`src/rtl/mic_scan_pkg.sv`:
```
// mic_scan_pkg: shared state encoding, default parameters and width helper for the mic scan controller
package mic_scan_pkg;

    typedef enum logic [2:0] {IDLE, SETUP, SHIFT, DONE, GAP} state_t;

    localparam int DEF_N_CH       = 2;
    localparam int DEF_SCK_HALF   = 8;
    localparam int DEF_FRAME_BITS = 32;
    localparam int DEF_LEAD_BITS  = 1;
    localparam int DEF_DATA_W     = 16;
    localparam int DEF_GAP_CYCLES = 64;

    function automatic int ch_w(input int n);
        return (n > 1) ? $clog2(n) : 1;
    endfunction

endpackage

```
`src/rtl/mic_spi_scan_ctrl_shifter.sv`:
```
// spi_bit_shifter: generates SCK for one frame, samples SDO before each rising edge, flags the last cycle
module spi_bit_shifter
    import mic_scan_pkg::*;
#(
    parameter int SCK_HALF   = DEF_SCK_HALF,
    parameter int FRAME_BITS = DEF_FRAME_BITS
) (
    input  logic                  clk,
    input  logic                  reset_n,
    input  logic                  start,
    input  logic                  sdo,
    output logic                  sck,
    output logic                  frame_done,
    output logic [FRAME_BITS-1:0] shift_q
);

    localparam int HW = $clog2(SCK_HALF);
    localparam int BW = $clog2(FRAME_BITS);

    logic          active;
    logic [HW-1:0] hcnt;
    logic [BW-1:0] bcnt;
    logic          half_end;

    assign half_end   = hcnt == HW'(SCK_HALF - 1);
    assign frame_done = active && sck && half_end && bcnt == BW'(FRAME_BITS - 1);

    // half-period timing: low half ends with a sample, high half ends the bit; sck parks high when idle
    always_ff @(posedge clk or negedge reset_n) begin
        if (!reset_n) begin
            active  <= 1'b0;
            sck     <= 1'b1;
            hcnt    <= '0;
            bcnt    <= '0;
            shift_q <= '0;
        end else if (start) begin
            active  <= 1'b1;
            sck     <= 1'b0;
            hcnt    <= '0;
            bcnt    <= '0;
            shift_q <= '0;
        end else if (active) begin
            if (half_end) begin
                hcnt <= '0;
                if (!sck) begin
                    sck     <= 1'b1;
                    shift_q <= {shift_q[FRAME_BITS-2:0], sdo};
                end else if (bcnt == BW'(FRAME_BITS - 1)) begin
                    active <= 1'b0;
                end else begin
                    sck  <= 1'b0;
                    bcnt <= bcnt + 1'b1;
                end
            end else begin
                hcnt <= hcnt + 1'b1;
            end
        end
    end

endmodule

```
`src/rtl/mic_spi_scan_ctrl.sv`:
```
// mic_spi_scan_ctrl: round-robin SPI capture sequencer over several chip-selected microphones
module mic_spi_scan_ctrl
    import mic_scan_pkg::*;
#(
    parameter int N_CH       = DEF_N_CH,
    parameter int SCK_HALF   = DEF_SCK_HALF,
    parameter int FRAME_BITS = DEF_FRAME_BITS,
    parameter int LEAD_BITS  = DEF_LEAD_BITS,
    parameter int DATA_W     = DEF_DATA_W,
    parameter int GAP_CYCLES = DEF_GAP_CYCLES
) (
    input  logic                    clk,
    input  logic                    reset_n,
    input  logic                    enable,
    input  logic [N_CH-1:0]         ch_mask,
    output logic [N_CH-1:0]         cs_n,
    output logic                    sck,
    input  logic                    sdo,
    output logic                    out_valid,
    input  logic                    out_ready,
    output logic [DATA_W-1:0]       out_data,
    output logic [ch_w(N_CH)-1:0]   out_ch,
    output logic                    overrun,
    output logic                    busy
);

    localparam int CW    = ch_w(N_CH);
    localparam int CMAX  = (GAP_CYCLES > SCK_HALF) ? GAP_CYCLES : SCK_HALF;
    localparam int CNT_W = $clog2(CMAX + 1);

    state_t                  state;
    logic [CNT_W-1:0]        cnt;
    logic [CW-1:0]           ch;
    logic [CW-1:0]           last_ch;
    logic [CW-1:0]           pick;
    logic                    go;
    logic                    start;
    logic                    frame_done;
    logic [FRAME_BITS-1:0]   shift_q;
    logic [DATA_W-1:0]       word;

    assign go      = enable && |ch_mask;
    assign start   = state == SETUP && cnt == CNT_W'(SCK_HALF - 1);
    assign word    = shift_q[FRAME_BITS-1-LEAD_BITS -: DATA_W];
    assign overrun = state == DONE && out_valid && !out_ready;
    assign busy    = state != IDLE;

    // first set mask bit strictly after the last served channel; scanning downward lets the nearest win
    always_comb begin
        pick = last_ch;
        for (int i = N_CH; i >= 1; i--)
            if (ch_mask[(int'(last_ch) + i) % N_CH]) pick = CW'((int'(last_ch) + i) % N_CH);
    end

    spi_bit_shifter #(
        .SCK_HALF   (SCK_HALF),
        .FRAME_BITS (FRAME_BITS)
    ) u_shifter (
        .clk        (clk),
        .reset_n    (reset_n),
        .start      (start),
        .sdo        (sdo),
        .sck        (sck),
        .frame_done (frame_done),
        .shift_q    (shift_q)
    );

    // frame sequencing, chip-select decode and the single-entry output register
    always_ff @(posedge clk or negedge reset_n) begin
        if (!reset_n) begin
            state     <= IDLE;
            cnt       <= '0;
            ch        <= '0;
            last_ch   <= CW'(N_CH - 1);
            cs_n      <= '1;
            out_valid <= 1'b0;
            out_data  <= '0;
            out_ch    <= '0;
        end else begin
            if (out_valid && out_ready) out_valid <= 1'b0;
            case (state)
                IDLE: if (go) begin
                    state <= SETUP;
                    ch    <= pick;
                    cnt   <= '0;
                    cs_n  <= ~(N_CH'(1) << pick);
                end
                SETUP: if (start) state <= SHIFT;
                       else cnt <= cnt + 1'b1;
                SHIFT: if (frame_done) begin
                    state <= DONE;
                    cs_n  <= '1;
                end
                DONE: begin
                    state   <= GAP;
                    cnt     <= '0;
                    last_ch <= ch;
                    if (!overrun) begin
                        out_valid <= 1'b1;
                        out_data  <= word;
                        out_ch    <= ch;
                    end
                end
                GAP: if (cnt == CNT_W'(GAP_CYCLES - 1)) begin
                    cnt <= '0;
                    if (go) begin
                        state <= SETUP;
                        ch    <= pick;
                        cs_n  <= ~(N_CH'(1) << pick);
                    end else begin
                        state <= IDLE;
                    end
                end else begin
                    cnt <= cnt + 1'b1;
                end
                default: state <= IDLE;
            endcase
        end
    end

endmodule

```
`config.mk`:
```
export PLATFORM = sky130hd
export DESIGN_NAME = mic_spi_scan_ctrl
export DESIGN_NICKNAME = d
export VERILOG_FILES = /design/src/rtl/mic_scan_pkg.sv /design/src/rtl/mic_spi_scan_ctrl_shifter.sv /design/src/rtl/mic_spi_scan_ctrl.sv
export SDC_FILE = /design/constraint.sdc
export NUM_CORES = 1
export LEC_CHECK = 0
export ABC_AREA = 1
export CAP_MARGIN = 20
export CORE_UTILIZATION = 55
export CTS_BUF_LIST = sky130_fd_sc_hd__clkbuf_8 sky130_fd_sc_hd__clkbuf_16
export CTS_CLUSTER_DIAMETER = 120
export DETAILED_ROUTE_END_ITERATION = 8
export PLACE_DENSITY = 0.77
export SLEW_MARGIN = 20
export SYNTH_ARGS = -nofsm -noshare
export SYNTH_HDL_FRONTEND = slang
export SYNTH_SLANG_ARGS = --single-unit
```
`constraint.sdc`:
```
create_clock -name clk -period 1.9 [get_ports clk]
set_input_delay 0.285 -clock clk [delete_from_list [all_inputs] [get_ports clk]]
set_output_delay 0.285 -clock clk [all_outputs]
set_load 0.05 [all_outputs]
```
* Word level (Yosys, flattened, before mapping)
Cells that the tools add are included.
** Cells by class
- Mux-type cells :: 50
- Div/mod/pow operators :: 0
- $lt $le $gt $ge :: 2
- Equal/unequal tests :: 15
- Reductions and logical operators :: 26
- Bitwise logic cells :: 4
- $mul :: 0
- Shift-type cells :: 1
- Add/sub/neg operators :: 5
** Operator list (count)
- 2-to-1 mux 31 bit :: 4
- one-hot mux 7 bit (4 select lines) :: 1
- 2-to-1 mux 5 bit :: 5
- 2-to-1 mux 1 bit :: 24
- 2-to-1 mux 3 bit :: 7
- 2-to-1 mux 7 bit :: 3
- one-hot mux 3 bit (5 select lines) :: 1
- inequality test 2 bit, second input constant :: 7
- AND reduction 3 bit :: 3
- logical AND 1 bit :: 8
- AND reduction 4 bit :: 2
- nonzero test 2 bit :: 4
- adder 7 x 1 -> 7 bit, second input constant :: 1
- equality test 7 x 3 -> 1 bit, second input constant :: 1
- equality test 7 x 6 -> 1 bit, second input constant :: 1
- equality test 3 x 2 -> 1 bit, second input constant :: 2
- equality test 3 bit, second input constant :: 2
- < comparator 2 x 3 -> 1 bit, second input constant :: 2
- 2-to-1 mux 2 bit :: 3
- one-hot mux 2 bit (3 select lines) :: 1
- AND reduction 2 bit :: 3
- nonzero test 3 bit :: 2
- adder 5 x 1 -> 5 bit, second input constant :: 1
- equality test 5 bit, second input constant :: 1
- other kinds (12) :: 14
** Word-level totals
- Bits in writable memories :: 0
- Latch bits :: 0
- Output and inout port bits :: 23
- Logic and storage cells :: 116
- Bits in registers :: 73
- Memories :: 0
- ROM bits :: 0

* Logic depth before layout (Yosys ltp)
Gate-level depths: netlist of the first run.
- Depth in word-level cells :: 12
- Mapped depth :: 10
- Gate-level depth less buffers :: 10

* Hierarchy
A second synthesis of the first run with hierarchy kept.
** Second synthesis, totals
- Cell total of the unflattened synthesis :: 402
- Area, all modules :: 3404.5 sq um
** By module, submodules not included
- spi_bit_shifter :: area an instance 1813.0 sq um, times used 1, cells each 199, sequential area each 1052.3 sq um
- mic_spi_scan_ctrl :: area an instance 1591.5 sq um, times used 1, cells each 203, sequential area each 804.5 sq um

* Worst setup path before layout of the first run
Ideal clock, no wire load.
- Path type :: reg2out
- Start point :: register out_valid
- End point :: output overrun
- Path slack :: -0.080 ns
- Cell stages (with the launch flop) :: 4
- Data arrival time :: 1.695 ns
- Buffers on the path :: 1
- Data required time :: 1.615 ns
- Cells stage by stage :: dfrtp_1 -> nand2_1 -> buf_1 -> nor2_1
** Between the ends
- Longest elaborated chain between the ends :: 2
** Ends and longest elaborated chain
- start: declaration :: RTL line mic_spi_scan_ctrl.sv:19 : output logic out_valid,
- start signal: assignment :: RTL line mic_spi_scan_ctrl.sv:76 : out_valid <= 1'b0;
- start signal: assignment :: RTL line mic_spi_scan_ctrl.sv:80 : if (out_valid && out_ready) out_valid <= 1'b0;
- start signal: assignment :: RTL line mic_spi_scan_ctrl.sv:99 : out_valid <= 1'b1;
- logical AND 1 bit (2 in series) :: RTL line mic_spi_scan_ctrl.sv:45 : assign overrun = state == DONE && out_valid && !out_ready;
- end: declaration :: RTL line mic_spi_scan_ctrl.sv:23 : output logic overrun,
Every way passes these cells.

* Final worst setup path of the first run
- Start point :: register out_data[13]
- End point :: output out_data[13]
** RTL lines
- start: declaration :: RTL line mic_spi_scan_ctrl.sv:21 : output logic [DATA_W-1:0] out_data,
- start signal: assignment :: RTL line mic_spi_scan_ctrl.sv:100 : out_data <= word;
No word-level cell between the ends.

==> flow_summary.json, run 1 <==
{
  "syn_avg_cell_area_sq_um": 8.63,
  "drtAntennaViolNets": 0,
  "vias": 2772,
  "clock_latency_ns": 0.34,
  "ys_seq_area_share_pct": 54.0,
  "drive_above_1_share_pct": 13.1,
  "drt_iter0_markers": 265,
  "timing.final.crit_period_ns": 1.84,
  "wl_met1_microns": 3160,
  "multi_input_area_sq_um": 1350,
  "min_path_type": "flop to flop",
  "synth_top_area_share_pct": 50.9,
  "yosysTopAreaCell": "dfrtp_1",
  "first_pass_iters": 5,
  "io_buffers": 29,
  "grt_overflow_total": 0,
  "outcome": "finished, final reports clean",
  "grt_pass1_wl_microns": 11900,
  "grt_setup_unrepaired": "false",
  "cts_setup_buffers": 0,
  "nets": 441,
  "worstMarginPinSlew_ns": 0.619,
  "synth_fa_ha_area_share_pct": 1.84,
  "root_buffer": "clkbuf_8",
  "die_area_sq_um": 6490,
  "yosys.area_share.xor_xnor_pct": 0.774,
  "synth_compound_gate_area_share_pct": 9.73,
  "p_seq_share_pct": 58.1,
  "syn_area_sq_um": 3390,
  "drc_errors": 0,
  "power.density_nw_per_um2": 669,
  "setup_viol": 0,
  "clock_power_share_pct": 39.6,
  "clock_skew_ns": 0.00941,
  "cpMaxStageDelayCell": "clkdlybuf4s50_1",
  "fp.dieW_microns": 80.5,
  "io_pins": 30,
  "hold_start": "out_data[0]",
  "path_buf_inv": 1,
  "cts.path.max_buffers": 2,
  "ys_ff_latch": 73,
  "start_util_pct": 57.3,
  "setup-tns-final_ns": 0,
  "worst_setup_path_end_kind": "output pin",
  "vias_per_cell": 5.45,
  "drv_cap": 0,
  "sw_frac_of_total_pct": 22.4,
  "p_leak_nw": 1.97,
  "dpl.hpwl_microns": 4710,
  "r2r-start": "u_shifter.bcnt[0]",
  "yosysWarnings": 0,
  "fin_crit_sh_pct": 96.6,
  "synth_area_leaders": "dfrtp_1, nand2_1, nand3_1",
  "wire_per_inst_microns": 13.4,
  "cts_buffers": 9,
  "peakVddDrop_mv": 0.433,
  "path_delay_family": "buffers and inverters",
  "hold_violations": 0,
  "pre_cts_ws_ns": 0.0764,
  "syn-num-nets": 405,
  "fmax_ghz": 0.545,
  "gp_congestion": 0.846,
  "critical_path_arrival_ns": 1.55,
  "antenna_found_initial": 0,
  "top_layer": "met4",
  "area_delta_synth_final_pct": 17.8,
  "antenna-diode-count": 0,
  "routed-wl-met2_microns": 3240,
  "grt_max_degree": 34,
  "crit_chain": "clkdlybuf4s50_1",
  "fillers": 491,
  "power_frac_comb_pct": 2.3,
  "startpoint": "out_data[13]",
  "setup_slack_ns": 0.0647,
  "criticalPathCategory": "flop to output pin",
  "grt_pass1_vias": 2598,
  "cts_sinks": 73,
  "grt_util_all_layers_pct": 24.3,
  "syn_inst": 393,
  "p_sw_uw": 599,
  "synth_top_family_by_area": "simple AND/OR/NAND/NOR gates",
  "core_area_sq_um": 5920,
  "crit_fanout": 2,
  "cp-start-kind": "flop",
  "drv_slew": 0,
  "hold_slack_ns": 0.470,
  "relSlewSlack_pct": 58.7,
  "cp.required_ns": 1.62,
  "h-tree-depth": 3,
  "wl_met3_microns": 356,
  "cts.clk_slew.worst_paths_ns": 0.07,
  "fp.dieH_microns": 80.5,
  "p_int_mw": 2.08,
  "layout.area.seq_sq_um": 1830,
  "rows": 28,
  "muxShareOfSynthArea_pct": 0.295,
  "cpPeakStageDelay_ns": 0.82,
  "yosys.area_share.simple_pct": 27.0,
  "routed_wl_microns": 6820,
  "cts_tree": "done",
  "synthDistinctLibCells": 34
}
## cells by family (layout without fill, tap and decap cells)
family                     after synthesis  count (layout)
muxes                                    1               1
and+or+nand+nor                        203             203
xor gates and xnor gates                 3               3
AOI/OAI and AO/OA                       60              60
DFF                                     73              73
buffers and inverters                   48              89
adders and majority gates                5               5
## cells in the final DEF (no fill, tap or decap), types with 2 or more instances in the layout
| cell type | instances |
|---|---|
| ha_1 | 5 |
| nor2_4 | 3 |
| xor2_1 | 2 |
| dfstp_2 | 4 |
| a211oi_2 | 2 |
| a211oi_1 | 5 |
| buf_12 | 5 |
| clkdlybuf4s50_1 | 23 |
| clkinv_2 | 3 |
| nor3_1 | 7 |
| buf_4 | 10 |
| inv_1 | 30 |
| nand3_2 | 2 |
| nand2_2 | 7 |
| nand2_1 | 101 |
| nand4_1 | 3 |
| dfrtp_1 | 69 |
| nor2_1 | 29 |
| clkbuf_8 | 10 |
| a21oi_1 | 31 |
| o21ai_0 | 17 |
| nand3_1 | 44 |
| nor2_2 | 2 |
| inv_2 | 3 |
| nor3_4 | 2 |
| o21ai_1 | 4 |
## routing by layer
layer | GRT usage, % | vias up
met1 | 33.3 | 1333
li1 | - | 1361
met2 | 38.0 | 70
met4 | 10.0 | 0
met3 | 4.20 | 8
met5 | 0 | -
## power by group through the flow
stage	combinational, mW	sequential, mW	clock [mW]
2_1_floorplan	0.00689	1.59	0
3_3_place_gp	0.0607	1.58	0
3_5_place_dp	0.0612	1.58	0
4_1_cts	0.0636	1.55	1.09
5_1_grt	0.0699	1.55	1.16
6_report	0.0604	1.55	1.06
## synth_stat cells, drive strengths merged
cell and instances:
nand2 108, dfrtp 69, nand3 46, nor2 34
inv 33, a21oi 31, o21ai 21, buf 12
nor3 9, a211oi 7, ha 5, dfstp 4
clkbuf 3, nand4 3, xor2 2, and2 1
and3 1, mux2i 1, nand3b 1, o211ai 1
xnor2 1
## sequential cells by signal, summed over array words and instances (netlist names), 2 cells and up
register and cells:
u_shifter.hcnt 3, u_shifter.bcnt 5, u_shifter.shift_q 31, cnt 7
cs_n 2, state 3, out_data 16
## worst min-delay path, delay by kind of cell, from the launching register on
family,cells,cell delay [ns]
flip-flops,1,0.35
AND/OR/NAND/NOR,2,0.09
## path summary, 6_finish.rpt
path                                       to  slack [ns]  cells past startpoint
worst max-delay path             out_data[13]        0.06                      1
worst min-delay path              out_data[0]        0.47                      2
worst max register to register        cs_n[1]        0.16                      8
worst min register to register    out_data[0]        0.47                      2
max in group asynchronous       u_shifter.sck        0.78                      3
min in group asynchronous              cnt[6]        0.48                      2
## through the flow
step	cells	area, sq um	total power, mW	util (%)
finish	509	4000	2.68	67.5
global placement	492	3810	1.65	64.3
global route	509	4000	2.79	67.5
detailed placement	492	3810	1.65	64.3
CTS	509	3990	2.71	67.4
floorplan	393	3400	1.59	-
## layout make-up
| type | instances | share of cell area [%] |
|---|---|---|
| Clock inverter | 6 | 0.876 |
| Tap cell | 75 | 2.35 |
| Sequential cell | 73 | 45.8 |
| Timing Repair Buffer | 40 | 10.5 |
| Clock buffer | 10 | 3.44 |
| Inverter | 33 | 3.16 |
| Multi-Input combinational cell | 272 | 33.9 |
## repair_timing
action	4_1_cts	5_1_grt
endpoints found under the setup margin	0	5
resized for setup	0	2
hold endpoints to repair	20	0
hold buffers	1	0
No activity file was read; power rests on OpenSTA's default activity.
==> run 2, diff against run 1 <==
Settings changed: CORE_MARGIN set to 1.
==> results of run 2 <==
The final DEF is identical to that of run 1; final timing and power are the same.
==> run 3, diff against run 2 <==
Settings changed: ABC_AREA 1 to 0.
Clock period 1.9 ns to 1.8 ns, I/O delays scaled along.
==> run 3 against run 2 <==
Critical path type unchanged. Design area is 3.8% higher. Flip-flop and latch count stayed put. Synthesized area is 2.8% lower. Clock skew is 0.0034 ns higher. Total power is 81% higher. Die area is 2.7% lower. Clock power is 8% higher. Setup slack worse by 0.029 ns. Wire length is 0.37% lower. Largest power group unchanged.
==> flow_summary.json, run 3 <==
{
  "outcome": "finished, final reports clean",
  "drc_errors": 0,
  "synth_top_area_share_pct": 52.3,
  "routed_wl_microns": 6790,
  "power.density_nw_per_um2": 1170,
  "cp-start-kind": "flop",
  "drv_slew": 0,
  "cts.clk_slew.worst_paths_ns": 0.07,
  "timing.final.crit_period_ns": 1.76,
  "synth_area_leaders": "dfrtp_1, nand2_1, mux2_2",
  "final_common_cell": "nand2_1",
  "syn_inst": 318,
  "yosysTopAreaCell": "dfrtp_1",
  "relSlewSlack_pct": 65.8,
  "io_buffers": 29,
  "synthDistinctLibCells": 50,
  "dpl.hpwl_microns": 4500,
  "cts_tree": "done",
  "largest_reg_flops": 31,
  "p_leak_nw": 2.10,
  "startpoint": "out_data[3]",
  "antenna_found_initial": 0,
  "drv_cap": 0,
  "vias": 2536,
  "final_cell_mix": "nand2_1, dfrtp_1, a21oi_1",
  "cp.required_ns": 1.53,
  "setup-tns-final_ns": 0,
  "start_util_pct": 58.5,
  "ys_ff_latch": 73,
  "grt_pass1_wl_microns": 11300,
  "crit_chain": "clkdlybuf4s50_1",
  "cpMaxStageDelayCell": "clkdlybuf4s50_1",
  "fp.dieH_microns": 79.5,
  "worstMarginPinSlew_ns": 0.512,
  "path_delay_family": "buffers and inverters",
  "drive_above_1_share_pct": 26.3,
  "fin_crit_sh_pct": 98.0,
  "clock_latency_ns": 0.34,
  "ys_seq_area_share_pct": 55.5,
  "grt_setup_unrepaired": "true",
  "synth-main-ff-cell": "dfrtp_1",
  "criticalPathCategory": "flop to output pin",
  "synth-edff-count": 0,
  "core_area_sq_um": 5640,
  "area_delta_synth_final_pct": 25.9,
  "clock_skew_ns": 0.0128,
  "cts.path.max_buffers": 2,
  "grt_util_all_layers_pct": 23.3,
  "cts_sinks": 73,
  "hold_violations": 0,
  "cts_buffers": 9,
  "fmax_ghz": 0.567,
  "antenna-diode-count": 0,
  "first_pass_iters": 4,
  "fp.dieW_microns": 79.5,
  "drt_iter0_markers": 246,
  "critical_path_arrival_ns": 1.49,
  "reg.largest.list": "u_shifter.shift_q: 31 flops, out_data: 16 flops, cnt: 7 flops",
  "grt_pass1_vias": 2425,
  "grt_overflow_total": 0,
  "nets": 387,
  "pre_cts_ws_ns": -0.0396,
  "syn_area_sq_um": 3300,
  "syn_avg_cell_area_sq_um": 10.4,
  "rrSetupSlack_ns": 0.04,
  "setup_viol": 0,
  "setup_slack_ns": 0.0359,
  "cpPeakStageDelay_ns": 0.80,
  "r2r-start": "cnt[3]",
  "crit_fanout": 2,
  "root_buffer": "clkbuf_8",
  "synth_most_common_cell": "nand2_1",
  "die_area_sq_um": 6310,
  "peakVddDrop_mv": 0.920,
  "grt_max_degree": 74,
  "io_pins": 30,
  "rows": 27,
  "largest-register": "u_shifter.shift_q",
  "worst_setup_path_end_kind": "output pin",
  "synthTopCellsByCount": "nand2_1, dfrtp_1, a21oi_1",
  "async_flop_share_pct": 100,
  "vias_per_cell": 5.61,
  "wire_per_inst_microns": 15.0,
  "drtAntennaViolNets": 0,
  "min_path_type": "primary input to async pin",
  "syn-num-nets": 330,
  "h-tree-depth": 3,
  "gp_congestion": 0.868,
  "path_buf_inv": 1,
  "yosysWarnings": 0
}
[run 3: cell types whose count changed after synthesis, moves of 4 or more]
| cell | before | now |
|---|---|---|
| nand3_1 | 44 | 6 |
| a211o_2 | 0 | 4 |
| or3_1 | 0 | 4 |
| mux2_2 | 0 | 17 |
| nor2_1 | 30 | 13 |
| a21oi_1 | 31 | 37 |
| inv_1 | 29 | 2 |
| nor3_1 | 7 | 3 |
| nand2_1 | 101 | 80 |
| clkbuf_1 | 3 | 9 |
| o21ai_0 | 18 | 4 |
| nand2_2 | 7 | 0 |
[run 3: area by class of cell]
type | count | area (sq um)
clock buffer | 11 | 151
multi-input combinational | 225 | 1380
sequential | 73 | 1840
fill | 388 | 1490
clock inverter | 5 | 31.3
timing repair buffer | 64 | 656
tap | 72 | 90.1
inverter | 2 | 7.51
[run 3: worst paths after layout]
| check | end | depth (start not counted) |
|---|---|---|
| worst min register to register | out_ch | 1 |
| worst max register to register | u_shifter.bcnt[0] | 5 |
| min in group clk | u_shifter.shift_q[0] | 3 |
| worst max-delay path | out_data[3] | 1 |
| worst min-delay path | cnt[5] | 3 |
| max in group asynchronous | u_shifter.sck | 3 |
[run 3: cell families (layout without fill, tap and decap cells)]
kind of cell / Yosys count / after routing / share of synthesized area [%]
compound gates: 67 / 67 / 13.2
mux: 20 / 20 / 6.71
buf+inv: 20 / 82 / 3.26
xor+xnor: 3 / 3 / 0.797
fa+ha+maj: 5 / 5 / 1.90
flops: 73 / 73 / 55.5
simple gates: 130 / 130 / 18.6
[run 3: through the flow]
| step | hold slack (ns) | instance area [sq um] | cells | utilization [%] | power, mW |
|---|---|---|---|---|---|
| floorplan | -0.0256 | 3300 | 318 | - | 3.05 |
| global placement | 0.326 | 3850 | 429 | 68.2 | 3.59 |
| detailed placement | 0.328 | 3850 | 429 | 68.2 | 3.65 |
| CTS | 0.469 | 4060 | 447 | 71.9 | 4.80 |
| global route | 0.476 | 4150 | 452 | 73.6 | 5.12 |
| finish | 0.475 | 4150 | 452 | 73.6 | 4.86 |
[run 3: report_power, final]
part	internal, mW	total [mW]	switching (mW)
clock network	0.568	1.15	0.586
logic	0.731	1.65	0.916
registers	1.89	2.05	0.164
total	3.19	4.86	1.67
[run 3: timing repair]
action / in CTS / in global routing
pin swaps: 1 / 2
resized for setup: 4 / 21
gates cloned: 0 / 0
setup buffers: 1 / 5
hold buffers: 1 / 0
hold endpoints to repair: 69 / 0
endpoints found under the setup margin: 2 / 48
[run 3: metal layers]
metal	track usage [%]	vias up	wire length [microns]
met5	0	-	0
met4	8.91	0	96
met3	4.80	11	265
met2	35.2	57	3290
met1	33.2	1248	3150
li1	-	1220	-
